**config.mk**
```make
export PLATFORM = sky130hd
export DESIGN_NAME = sysid_check_ctrl
export DESIGN_NICKNAME = d
export VERILOG_FILES = /design/src/rtl/sysid_check_ctrl.sv
export SDC_FILE = /design/constraint.sdc
export NUM_CORES = 1
export LEC_CHECK = 0
export ABC_AREA = 1
export CORE_MARGIN = 4
export CORE_UTILIZATION = 40
export CTS_CLUSTER_DIAMETER = 80
export DETAILED_ROUTE_END_ITERATION = 8
export REMOVE_ABC_BUFFERS = 1
export SLEW_MARGIN = 10
export SYNTH_ARGS = -nofsm -noshare
export SYNTH_HDL_FRONTEND = slang
export SYNTH_SLANG_ARGS = --single-unit
```
**constraint.sdc**
```tcl
create_clock -name clock -period 1.8 [get_ports clock]
set_input_delay 0.18 -clock clock [delete_from_list [all_inputs] [get_ports clock]]
set_output_delay 0.18 -clock clock [all_outputs]
set_load 0.01 [all_outputs]
```
**src/rtl/sysid_check_ctrl.sv**
```systemverilog
// Avalon-MM master that reads the system-ID slave (word 0 = ID, word 1 = timestamp),
// compares both words against expected constants and reports the result to boot logic.
module sysid_check_ctrl #(
    parameter logic [31:0] EXPECTED_ID  = 32'hACD51302,
    parameter logic [31:0] EXPECTED_TS  = 32'h57117CE3,
    parameter int          READ_LATENCY = 0,
    parameter int          TIMEOUT      = 255,
    parameter int          POLL_PERIOD  = 0
) (
    input  logic        clock,
    input  logic        reset_n,
    input  logic        start,
    output logic        avm_address,
    output logic        avm_read,
    input  logic        avm_waitrequest,
    input  logic [31:0] avm_readdata,
    output logic        busy,
    output logic        done,
    output logic        id_ok,
    output logic        ts_ok,
    output logic        timeout_err,
    output logic [31:0] id_value,
    output logic [31:0] ts_value
);

    localparam logic [2:0] S_IDLE   = 3'd0;
    localparam logic [2:0] S_RD_ID  = 3'd1;
    localparam logic [2:0] S_LAT_ID = 3'd2;
    localparam logic [2:0] S_RD_TS  = 3'd3;
    localparam logic [2:0] S_LAT_TS = 3'd4;
    localparam logic [2:0] S_CHECK  = 3'd5;
    localparam logic [2:0] S_FIN    = 3'd6;

    logic [2:0]  state_reg;
    logic [2:0]  state_next;
    logic [15:0] stall_reg;
    logic [2:0]  lat_reg;
    logic [31:0] id_cap_reg;
    logic [31:0] ts_cap_reg;
    logic        poll_hit;
    logic        rd_phase;
    logic        accept;
    logic        stall_expired;
    logic        lat_last;
    logic        cap_id;
    logic        cap_ts;

    assign rd_phase      = (state_reg == S_RD_ID) || (state_reg == S_RD_TS);
    assign accept        = rd_phase && !avm_waitrequest;
    // The cycle that would push the stall count to TIMEOUT is the last one with avm_read high.
    assign stall_expired = rd_phase && avm_waitrequest && (stall_reg == 16'(TIMEOUT - 1));
    assign lat_last      = ((state_reg == S_LAT_ID) || (state_reg == S_LAT_TS))
                           && (lat_reg == 3'(READ_LATENCY - 1));

    assign cap_id = ((state_reg == S_RD_ID) && accept && (READ_LATENCY == 0))
                    || ((state_reg == S_LAT_ID) && lat_last);
    assign cap_ts = ((state_reg == S_RD_TS) && accept && (READ_LATENCY == 0))
                    || ((state_reg == S_LAT_TS) && lat_last);

    always_comb begin
        state_next = state_reg;
        case (state_reg)
            S_IDLE: begin
                if (start || poll_hit) state_next = S_RD_ID;
            end
            S_RD_ID: begin
                if (stall_expired)     state_next = S_FIN;
                else if (accept)       state_next = (READ_LATENCY == 0) ? S_RD_TS : S_LAT_ID;
            end
            S_LAT_ID: begin
                if (lat_last)          state_next = S_RD_TS;
            end
            S_RD_TS: begin
                if (stall_expired)     state_next = S_FIN;
                else if (accept)       state_next = (READ_LATENCY == 0) ? S_CHECK : S_LAT_TS;
            end
            S_LAT_TS: begin
                if (lat_last)          state_next = S_CHECK;
            end
            S_CHECK:                   state_next = S_FIN;
            S_FIN:                     state_next = S_IDLE;
            default:                   state_next = S_IDLE;
        endcase
    end

    always_ff @(posedge clock or negedge reset_n) begin
        if (!reset_n) begin
            state_reg   <= S_IDLE;
            stall_reg   <= '0;
            lat_reg     <= '0;
            id_cap_reg  <= '0;
            ts_cap_reg  <= '0;
            id_ok       <= 1'b0;
            ts_ok       <= 1'b0;
            timeout_err <= 1'b0;
            id_value    <= '0;
            ts_value    <= '0;
        end else begin
            state_reg <= state_next;

            if (!rd_phase || accept) stall_reg <= '0;
            else                     stall_reg <= stall_reg + 16'd1;

            if (((state_reg == S_LAT_ID) || (state_reg == S_LAT_TS)) && !lat_last)
                lat_reg <= lat_reg + 3'd1;
            else
                lat_reg <= '0;

            if (cap_id) id_cap_reg <= avm_readdata;
            if (cap_ts) ts_cap_reg <= avm_readdata;

            // Published results only move at the end of CHECK or on an abort.
            if (state_reg == S_CHECK) begin
                id_ok       <= (id_cap_reg == EXPECTED_ID);
                ts_ok       <= (ts_cap_reg == EXPECTED_TS);
                id_value    <= id_cap_reg;
                ts_value    <= ts_cap_reg;
                timeout_err <= 1'b0;
            end else if (stall_expired) begin
                id_ok       <= 1'b0;
                ts_ok       <= 1'b0;
                timeout_err <= 1'b1;
            end
        end
    end

    generate
        if (POLL_PERIOD != 0) begin : g_poll
            logic [31:0] poll_reg;

            always_ff @(posedge clock or negedge reset_n) begin
                if (!reset_n)
                    poll_reg <= '0;
                else if ((state_reg != S_IDLE) || (state_next != S_IDLE))
                    poll_reg <= '0;
                else
                    poll_reg <= poll_reg + 32'd1;
            end

            assign poll_hit = (state_reg == S_IDLE) && (poll_reg == 32'(POLL_PERIOD - 1));
        end else begin : g_no_poll
            assign poll_hit = 1'b0;
        end
    endgenerate

    assign avm_read    = rd_phase;
    assign avm_address = (state_reg == S_RD_TS);
    assign busy        = (state_reg != S_IDLE);
    assign done        = (state_reg == S_FIN);

endmodule

```
## Word level (Yosys, flattened, before mapping)

Cells that the tools add are included.

| cells by class | value |
|---|---|
| $add $sub $neg | 2 |
| $mul | 0 |
| divide/modulo/power cells | 0 |
| order comparisons | 0 |
| equality and inequality tests | 15 |
| shift-type cells | 0 |
| muxes and demuxes | 15 |
| bitwise gates (word level) | 0 |
| reduce and logical (&&, ||, !) cells | 21 |

Operators with widths:

| kind | number |
|---|---|
| $eq 32x31->1 const B | 1 |
| $eq 32x32->1 const B | 1 |
| $mux 3 | 8 |
| $pmux 3 s6 | 1 |
| $add 16x1->16 const B | 1 |
| $eq 16x8->1 const B | 1 |
| $mux 16 | 1 |
| $eq 3x3->1 const B | 4 |
| $logic_and 1x1->1 | 9 |
| $eq 3x2->1 const B | 2 |
| $ne 2x2->1 const B | 3 |
| $logic_or 1x1->1 | 5 |
| $mux 1 | 5 |
| $reduce_and 5->1 | 1 |
| $add 3x1->3 const B | 1 |
| $eq 3x1->1 const B | 1 |
| $logic_not 1->1 | 3 |
| $logic_not 3->1 | 1 |
| $ne 3x1->1 const B | 1 |
| $ne 3x3->1 const B | 1 |
| $reduce_bool 3->1 | 1 |
| $reduce_bool 2->1 | 1 |

| word-level totals | value |
|---|---|
| register bits | 153 |
| latch bits | 0 |
| RAM bits | 0 |
| ROM bits | 0 |
| input port bits | 36 |
| output and inout port bits | 71 |
| logic and storage cells | 63 |
| memories | 0 |

## Logic depth before layout (Yosys ltp)

Gate-level depths: netlist of the first run.

| logic depth | value |
|---|---|
| depth after elaboration | 6 |
| mapped depth | 10 |
| depth with buffers taken out | 10 |

## Worst setup path after synthesis of the first run

Ideal clock, no wire load.

| timing | value |
|---|---|
| path kind | register -> register |
| start point | register lat_reg[0] |
| end point | register id_cap_reg[12] |
| library setup time | 0.126 ns |
| data arrival time | 1.296 ns |
| data required time | 1.674 ns |
| slack | 0.378 ns |
| cell stages (with the launch flop) | 8 |
| clock period less this slack | 1.422 ns |
| cells stage by stage | dfrtp_1 -> ha_1 -> ha_1 -> inv_1 -> o21ai_2 -> buf_4 -> nand2_1 -> o21ai_0 |

| between the ends | value |
|---|---|
| longest elaborated chain between the ends | 4 |

RTL lines:

| item | RTL line | text |
|---|---|---|
| start, declared | 37 | `logic [2:0] lat_reg;` |
| start signal, assigned | 105 | `lat_reg <= lat_reg + 3'd1;` |
| $eq 3x3->1 | 53 | `&& (lat_reg == 3'(READ_LATENCY - 1));` |
| $logic_and 1x1->1 | 53 |  |
| $logic_and 1x1->1 | 56 | `\|\| ((state_reg == S_LAT_ID) && lat_last);` |
| $logic_or 1x1->1 | 56 |  |
| end signal, assigned | 109 | `if (cap_id) id_cap_reg <= avm_readdata;` |
| end, declared | 38 | `logic [31:0] id_cap_reg;` |

Every way passes these cells.
A chain may end at the register's enable or synchronous reset.

## Final worst setup path of the first run

| timing | value |
|---|---|
| start point | register state_reg[0] |
| end point | output port avm_address |

| between the ends | value |
|---|---|
| longest elaborated chain between the ends | 1 |

RTL lines:

| item | RTL line | text |
|---|---|---|
| start, declared | 34 | `logic [2:0] state_reg;` |
| start signal, assigned | 99 | `state_reg <= state_next;` |
| $eq 3x2->1 | 147 | `assign avm_address = (state_reg == S_RD_TS);` |
| end, declared | 13 | `output logic avm_address,` |

Every way passes these cells.

==> impl_metrics.tcl, run 1 <==
set metrics [dict create \
    total_leakage_power_nw 3.83 \
    antenna_found_initial 0 \
    p_per_area_nw_per_um2 1700 \
    drv_cap 0 \
    critPathRequiredTime_ns 1.62 \
    cts_root_buffer "clkbuf_16" \
    async_reset_ff_share_pct 100 \
    layout-drive-gt1-share_pct 11.0 \
    worst_r2r_startpoint "state_reg[1]" \
    cts_tree "done" \
    r2r-end "ts_value[10]" \
    clk_path_buf_depth 2 \
    synth.top_cell.area_share_pct 59.7 \
    grt_pass1_vias 4923 \
    synthTopCellsByArea "dfrtp_1, nand2_1, o21ai_0" \
    pre_cts_ws_ns 0.123 \
    dp_hpwl_mm 10.3 \
    crit_slowest_cell "dfrtp_2" \
    synthDistinctLibCells 30 \
    ios 107 \
    fillers 1408 \
    hold_viol 0 \
    rows 46 \
    worstPathArrival_ns 1.49 \
    num_vias 4863 \
    path_depth 3 \
    rsz0062_at_grt "false" \
    via_per_inst 4.70 \
    hold_path.class "input pin to asynchronous set/reset pin" \
    yosys_most_used_dff "dfrtp_1" \
    gp_congestion 0.805 \
    rrSetupSlack_ns 0.20 \
    grt_pass1_wl_mm 24.3 \
    clock_latency_ns 0.42 \
    synth_edf_count 0 \
    final_cell_mix "nand2_1, dfrtp_1, clkdlybuf4s50_1" \
    critPathBufInv 2 \
    grt_max_degree 101 \
    cp_top_family "flip-flops" \
    slowest_delay_ns 0.42 \
    yosys_warnings 0 \
    syn_to_final_growth_pct 30.0 \
    critPathCapture "avm_address" \
    cp-start-kind "flop" \
    cts_max_level 4 \
    crit_path_start "state_reg[0]" \
    port_buffers 106 \
    core_area_sq_um 15800 \
    run_status "finished, final reports clean" \
    final_common_cell "nand2_1" \
    ys_ff_latch 153 \
    die_h_um 135 \
    cp-end-kind "primary output" \
    worst_slew_pin_slew_ns 0.432 \
    ys_seq_area_share_pct 59.7 \
    drc 0 \
    cp_cell_sequence "inv_2 -> nor3_4 -> dlygate4sd2_1" \
    wl_per_cell_um 13.9 \
    grt_usage_pct 16.8 \
    routed_wl_mm 14.4 \
    fin_skew_ns 0.00682 \
    crit_type "flop to primary output" \
    drt_pass1_iterations 4 \
    fin_ws_ns 0.134 \
    netlist_area_sq_um 6410 \
    dieArea_sq_um 18100 \
    min_period_ns 1.67 \
    start_util_pct 40.5 \
    cp_max_fo 6 \
    synthCells 695 \
    holdWs_ns 0.258 \
    rr_worst_depth 6 \
    n_antenna_cell 0 \
    cts.sinks 153 \
    syn-mean-instance-area_sq_um 9.23 \
    die_x_um 135 \
    setup_viol 0 \
    ant_nets 0 \
    numCtsBuffers 17 \
    fin_crit_sh_pct 92.6 \
    slew_headroom_pct 71.2 \
    vdd_drop_max_uv 1010 \
    fmax_mhz 600 \
    overflow 0 \
    final_max_slew_viol_count 0 \
    synth_top_area_cell "dfrtp_1" \
    nNetsFinal 846 \
    drt_iter0_drc 322 \
    clkTransAtPathRegs_ns 0.06 \
]
-- cell families (layout without fill, tap and decap cells) --
group	after synthesis	count (layout)	synth area share [%]
fa+ha+maj	4	4	0.780
xor+xnor	1	1	0.137
simple gates	267	267	17.1
flops	153	153	59.7
buf+inv	121	245	8.62
compound gates	149	149	13.6
-- synth_stat cells, types with 2 or more instances --
master    count
buf_8         4
dfrtp_1     153
a21oi_1       9
or2_2         2
o21ai_0      71
nor2_2        3
nand3_1       9
nand4_1      16
inv_1        90
buf_6         3
buf_4         3
nor3_1        8
nand2_1     181
o21ai_1      36
buf_2        13
inv_2         4
ha_1          4
clkbuf_2      3
nor2_1       43
o21ai_2      30
-- worst min-delay path by stage --
| stage | from | end | slack, ns | cells after the start |
|---|---|---|---|---|
| 6_report | reset_n | id_value[3] | 0.26 | 2 |
| 5_1_grt | reset_n | ts_value[0] | 0.29 | 2 |
| 4_1_cts | reset_n | id_value[3] | 0.26 | 2 |
| 3_5_place_dp | reset_n | id_value[3] | 0.13 | 1 |
| 3_3_place_gp | reset_n | ts_value[3] | 0.13 | 1 |
| 2_1_floorplan | reset_n | id_cap_reg[0] | -0.12 | 0 |
-- metrics by stage --
stage	utilization, %	total power [W]	cell area, sq um	cells	setup TNS [ns]
CTS	52.6	0.0143	8330	1034	0
floorplan	-	0.00815	6210	668	-23.90
finish	52.7	0.0141	8340	1035	0
detailed placement	48.7	0.0106	7710	1001	0
global route	52.7	0.0151	8340	1035	0
global placement	48.7	0.0105	7710	1001	0
-- cell type report --
| cell class | count | area [sq um] | share of cell area, % |
|---|---|---|---|
| multi-input cells | 421 | 2050 | 24.5 |
| clock buffers | 20 | 457 | 5.48 |
| repair buffers | 119 | 1230 | 14.8 |
| inverters | 94 | 354 | 4.25 |
| clock inverters | 12 | 149 | 1.79 |
| flip-flops and latches | 153 | 3830 | 45.9 |
| well taps | 216 | 270 | 3.24 |
-- power breakdown --
| group | total (W) | internal (W) | leakage (nW) | switching, W |
|---|---|---|---|---|
| sequential | 0.00561 | 0.00486 | 1.93 | 0.000756 |
| combinational | 0.00490 | 0.00226 | 1.61 | 0.00264 |
| clock | 0.00362 | 0.00224 | 0.288 | 0.00138 |
| total | 0.0141 | 0.00937 | 3.83 | 0.00477 |
-- metal layers --
layer,track usage [%],vias up,part of all wire (%)
met1,23.0,2289,46
met2,25.6,114,46
li1,-,2442,-
met5,0,-,0
met4,5.71,0,1.4
met3,5.10,18,6.4
-- what timing repair did --
item,4_1_cts,5_1_grt
pin swaps,0,1
setup buffers,0,1
resized for setup,7,1
hold buffers,1,0
setup endpoints to repair,4,15
endpoints found under the hold margin,37,0
(Power assumes the default switching activity.)
==> run 2, diff against run 1 <==
Settings changed: CAP_MARGIN set to 20.
==> results of run 2 <==
Same layout as run 1: the final DEF is identical, and so are final timing and power.
